File: config.mk
export PLATFORM = sky130hd
export DESIGN_NAME = imm_encoder
export DESIGN_NICKNAME = d
export VERILOG_FILES = /design/src/rtl/imm_encoder.sv
export SDC_FILE = /design/constraint.sdc
export NUM_CORES = 1
export LEC_CHECK = 0
export CORE_MARGIN = 1
export CORE_UTILIZATION = 45
export CTS_CLUSTER_SIZE = 24
export DETAILED_ROUTE_END_ITERATION = 16
export HOLD_SLACK_MARGIN = 0.08
export PLACE_DENSITY = 0.77
export SYNTH_ARGS = -nofsm -noshare
export SYNTH_HDL_FRONTEND = slang
export SYNTH_SLANG_ARGS = --single-unit
File: constraint.sdc
create_clock -name clk -period 1.7 [get_ports clk]
set_input_delay 0.17 -clock clk [delete_from_list [all_inputs] [get_ports clk]]
set_output_delay 0.17 -clock clk [all_outputs]
set_load 0.01 [all_outputs]
File: src/rtl/imm_encoder.sv
// rtl/imm_encoder.sv - range-checks a signed value and packs it into the 27-bit immediate field
// Two-stage valid/ready pipeline: S1 holds the raw value, S2 holds the encoded field.
module imm_encoder #(
  parameter int ADDR_W = 8,
  parameter int CNT_W  = 16
) (
  input  logic              clk,
  input  logic              reset,
  input  logic              in_valid,
  output logic              in_ready,
  input  logic [31:0]       value,
  input  logic [1:0]        imm_src,
  output logic              out_valid,
  input  logic              out_ready,
  output logic [26:0]       imm_field,
  output logic              overflow,
  output logic [ADDR_W-1:0] out_addr,
  output logic [CNT_W-1:0]  accepted_cnt,
  output logic [CNT_W-1:0]  error_cnt,
  output logic              err_sticky
);

  logic              s1_full_q, s1_full_d;
  logic [31:0]       s1_value_q, s1_value_d;
  logic [1:0]        s1_src_q, s1_src_d;

  logic              out_valid_q, out_valid_d;
  logic [26:0]       field_q, field_d;
  logic              ovf_q, ovf_d;
  logic [ADDR_W-1:0] addr_q, addr_d;
  logic [ADDR_W-1:0] addr_cnt_q, addr_cnt_d;

  logic [CNT_W-1:0]  acc_cnt_q, acc_cnt_d;
  logic [CNT_W-1:0]  err_cnt_q, err_cnt_d;
  logic              sticky_q, sticky_d;

  logic              s2_load;
  logic              s1_adv;
  logic              in_fire;
  logic              out_fire;
  logic [26:0]       enc_field;
  logic              enc_ovf;

  always_comb begin
    s2_load  = !out_valid_q || out_ready;
    s1_adv   = s1_full_q && s2_load;
    in_fire  = in_valid && in_ready;
    out_fire = out_valid_q && out_ready;
  end

  assign in_ready = !s1_full_q || s1_adv;

  // A value fits in w bits when every bit from w-1 upward equals the sign bit.
  always_comb begin
    enc_field = '0;
    enc_ovf   = 1'b0;
    case (s1_src_q)
      2'b00: begin
        enc_field[11:0] = s1_value_q[11:0];
        enc_ovf = !((&s1_value_q[31:11]) || !(|s1_value_q[31:11]));
      end
      2'b01: begin
        enc_field[15:0] = s1_value_q[15:0];
        enc_ovf = !((&s1_value_q[31:15]) || !(|s1_value_q[31:15]));
      end
      2'b10: begin
        enc_field[23:0] = s1_value_q[23:0];
        enc_ovf = !((&s1_value_q[31:23]) || !(|s1_value_q[31:23]));
      end
      default: begin
        enc_field = s1_value_q[26:0];
        enc_ovf = !((&s1_value_q[31:26]) || !(|s1_value_q[31:26]));
      end
    endcase
  end

  always_comb begin
    s1_full_d   = s1_full_q;
    s1_value_d  = s1_value_q;
    s1_src_d    = s1_src_q;
    out_valid_d = out_valid_q;
    field_d     = field_q;
    ovf_d       = ovf_q;
    addr_d      = addr_q;
    addr_cnt_d  = addr_cnt_q;
    acc_cnt_d   = acc_cnt_q;
    err_cnt_d   = err_cnt_q;
    sticky_d    = sticky_q;

    if (s1_adv) begin
      s1_full_d = 1'b0;
    end
    if (in_fire) begin
      s1_full_d  = 1'b1;
      s1_value_d = value;
      s1_src_d   = imm_src;
    end

    // S2 keeps its last payload when it drains empty; only out_valid drops.
    if (s2_load) begin
      out_valid_d = s1_full_q;
      if (s1_full_q) begin
        field_d    = enc_field;
        ovf_d      = enc_ovf;
        addr_d     = addr_cnt_q;
        addr_cnt_d = addr_cnt_q + ADDR_W'(1);
      end
    end

    if (out_fire) begin
      if (acc_cnt_q != '1) begin
        acc_cnt_d = acc_cnt_q + CNT_W'(1);
      end
      if (ovf_q) begin
        sticky_d = 1'b1;
        if (err_cnt_q != '1) begin
          err_cnt_d = err_cnt_q + CNT_W'(1);
        end
      end
    end
  end

  always_ff @(posedge clk) begin
    if (reset) begin
      s1_full_q   <= 1'b0;
      s1_value_q  <= '0;
      s1_src_q    <= '0;
      out_valid_q <= 1'b0;
      field_q     <= '0;
      ovf_q       <= 1'b0;
      addr_q      <= '0;
      addr_cnt_q  <= '0;
      acc_cnt_q   <= '0;
      err_cnt_q   <= '0;
      sticky_q    <= 1'b0;
    end else begin
      s1_full_q   <= s1_full_d;
      s1_value_q  <= s1_value_d;
      s1_src_q    <= s1_src_d;
      out_valid_q <= out_valid_d;
      field_q     <= field_d;
      ovf_q       <= ovf_d;
      addr_q      <= addr_d;
      addr_cnt_q  <= addr_cnt_d;
      acc_cnt_q   <= acc_cnt_d;
      err_cnt_q   <= err_cnt_d;
      sticky_q    <= sticky_d;
    end
  end

  assign out_valid    = out_valid_q;
  assign imm_field    = field_q;
  assign overflow     = ovf_q;
  assign out_addr     = addr_q;
  assign accepted_cnt = acc_cnt_q;
  assign error_cnt    = err_cnt_q;
  assign err_sticky   = sticky_q;

endmodule
==> impl_metrics.json <==
{
  "total_power_w": 0.00680,
  "clock.fmax_mhz": 601,
  "fin_crit_sh_pct": 97.9,
  "post_drt_wl_per_cell_um": 14.1,
  "row_count": 36,
  "vias": 4791,
  "io_buffers": 108,
  "pwr_density_cell_nw_per_um2": 950,
  "cts_tree": "yes",
  "antenna_found_initial": 0,
  "p_sw_share_pct": 23.3,
  "detail-route-antenna-nets": 0,
  "overflow": 0,
  "switching_power_w": 0.00158,
  "ctsHtreeMaxLevel": 4,
  "ir_worst_vdd_mv": 0.708,
  "slew_viol_final": 0,
  "drtIter0Drc": 244,
  "setup_slack_ns": 0.0354,
  "worst_pin_slew_ns": 0.533,
  "netlist_area_um2": 4710,
  "async_flop_share_pct": 0,
  "cap_violations": 0,
  "synth_top_cells_by_count": "nand2_1 (139), dfxtp_1 (113), a21oi_1 (95)",
  "gp_congestion": 0.815,
  "fin_area_um2": 7160,
  "fin_hold_ws_ns": 0.215,
  "cts_buffer_depth": 2,
  "drc_errors": 0,
  "crit_arrival_ns": 2.06,
  "synthCells": 582,
  "drive_gt1_share_pct": 20.0,
  "syn_to_final_growth_pct": 51.9,
  "worstPathRequired_ns": 2.09,
  "synth_warnings": 0,
  "yosysTopAreaCellShare_pct": 48.0,
  "p_clk_share_pct": 53.1,
  "regToRegStartpoint": "accepted_cnt[0]$_SDFFE_PP0P_",
  "start_util_pct": 47.3,
  "synth_most_common_cell": "nand2_1",
  "hold_start": "value[18]",
  "fin_util_pct": 71.9,
  "die_w_um": 104,
  "avgSynthCellArea_um2": 8.10,
  "yosysTopAreaCell": "dfxtp_1",
  "clock-skew-final_ns": 0.00786,
  "grt_first_pass_wirelength_um": 20600,
  "reg2reg_to": "accepted_cnt[13]$_SDFFE_PP0P_",
  "dieHeight_um": 104,
  "p_int_w": 0.00522,
  "hold_path_class": "input pin to flop",
  "grt_max_degree": 57,
  "ys_types": 44,
  "antenna_cells": 0,
  "via_per_inst": 5.42,
  "period_minus_slack_ns": 1.66,
  "wirelength_um": 12500,
  "synth_edf_count": 0,
  "setup_viol": 0,
  "synth_nets": 623,
  "cts-root-buf": "clkbuf_8",
  "cts_num_sinks": 113,
  "placed_area_um2": 6410,
  "end_kind": "flop",
  "dp_hpwl_um": 8600,
  "cts_buffers": 17,
  "pwr-share-comb_pct": 6.2,
  "power.leakage_nw": 2.78,
  "crit_fanout": 7,
  "yosysSeqAreaShare_pct": 48.0,
  "nNetsFinal": 779,
  "critPathKind": "flop to flop",
  "hold_end": "s1_value_q[18]$_SDFFE_PP0P_",
  "outcome": "completed",
  "dieArea_um2": 10900,
  "p_seq_share_pct": 40.8,
  "ios": 109,
  "path_clk_slew_ns": 0.06,
  "start_kind": "flop",
  "rrSetupSlack_ns": 0.04,
  "pre_cts_ws_ns": -0.292,
  "final-hold-violation-count": 0,
  "r2r_cells": 5,
  "grtUsageTotal_pct": 23.0,
  "synthTopCellsByArea": "dfxtp_1 (48%), nand2_1 (11%), a21oi_1 (10%), nand3_1 (2.8%), clkbuf_1 (2.2%)",
  "grt_pass1_vias": 4602,
  "synth_seq_cells": 113,
  "hold_depth": 3,
  "first_pass_iters": 5,
  "relSlewSlack_pct": 64.5,
  "coreArea_um2": 9950,
  "insertion_delay_ns": 0.50,
  "ys_dominant_reg_cell": "dfxtp_1"
}
[cell families (layout without fill, tap and decap cells)]
logic type / count (synthesis) / after routing / share of synthesized area [%]
AOI/OAI and AO/OA: 132 / 132 / 15.9
xor gates and xnor gates: 5 / 5 / 0.930
adders and majority gates: 3 / 3 / 0.797
buffers and inverters: 42 / 211 / 3.48
DFF: 113 / 113 / 48.0
muxes: 10 / 10 / 2.36
and+or+nand+nor: 277 / 277 / 28.5
[per-stage QoR]
stage                     std cells  setup TNS, ns
final                           884              0
after global routing            884        -0.0242
after CTS                       880              0
after detailed placement        847          -8.62
after global placement          847          -5.81
after floorplan                 582       -0.00746
[registers in the layout (all words and copies together) (netlist names), 2 cells and up]
signal and cells:
accepted_cnt 16, s1_value_q 32, error_cnt 16, imm_field 27
s1_src_q 2, out_addr 8, addr_cnt_q 8
[layout by cell type (no fill, tap or decap), types with 5 or more instances in the layout]
cell type,n
buf_12,5
nand4_1,16
nand2_1,139
o31ai_1,9
dlygate4sd2_1,5
or4_1,10
clkdlybuf4s50_1,92
inv_1,6
clkbuf_16,16
buf_4,60
nand3_1,22
o21ai_0,9
dfxtp_2,14
and3_1,5
nor2b_1,9
dfxtp_1,94
inv_6,5
a21oi_1,92
or3_1,11
nor2_1,22
dfxtp_4,5
mux2_2,7
and4_1,5
dlymetal6s2s_1,10
[power by group through the flow]
stage,combinational [W],clock [W],sequential [W]
floorplan,0.000202,0,0.00282
global placement,0.000408,0,0.00283
detailed placement,0.000416,0,0.00283
CTS,0.000420,0.00364,0.00277
global route,0.000465,0.00378,0.00278
finish,0.000419,0.00361,0.00277
[worst max-delay path by stage]
stage                                       from  slack (ns)                            end
finish              accepted_cnt[0]$_SDFFE_PP0P_        0.04  accepted_cnt[13]$_SDFFE_PP0P_
global route        accepted_cnt[0]$_SDFFE_PP0P_      -0.009  accepted_cnt[13]$_SDFFE_PP0P_
CTS                 accepted_cnt[3]$_SDFFE_PP0P_       0.003                accepted_cnt[3]
detailed placement                     out_ready       -0.29  accepted_cnt[13]$_SDFFE_PP0P_
global placement                       out_ready       -0.25      error_cnt[5]$_SDFFE_PP0P_
floorplan              error_cnt[9]$_SDFFE_PP0P_      -0.007     error_cnt[15]$_SDFFE_PP0P_
[final cells by class]
cell class	instances	area (um2)
Clock buffer	18	428
Clock inverter	14	178
Fill cell	777	2800
Inverter	6	22.5
Multi-Input combinational cell	427	2410
Sequential cell	113	2300
Tap cell	133	166
Timing Repair Buffer	173	1650
[critical path, cell delays in order, from the launching register on]
cell and delay, ns:
dfxtp_2 0.33, buf_4 0.13, and4_1 0.26, nand3_4 0.14, a2111oi_4 0.37, mux2_4 0.33
[layer usage]
layer | wire, um | up-vias | global-route usage [%] | share of wire [%]
met3 | 814 | 18 | 5.76 | 6.5
met5 | 0 | - | 0 | 0
met4 | 130 | 0 | 8.67 | 1.0
li1 | - | 2371 | - | -
met2 | 6120 | 164 | 39.0 | 49
met1 | 5440 | 2238 | 27.9 | 43
[repair_timing]
item,CTS,global route
gates resized for setup,14,27
endpoints found under the setup margin,16,29
hold buffers,1,0
hold endpoints to repair,12,0
pin swaps,0,4
buffers inserted,0,4
(Power assumes the default switching activity.)
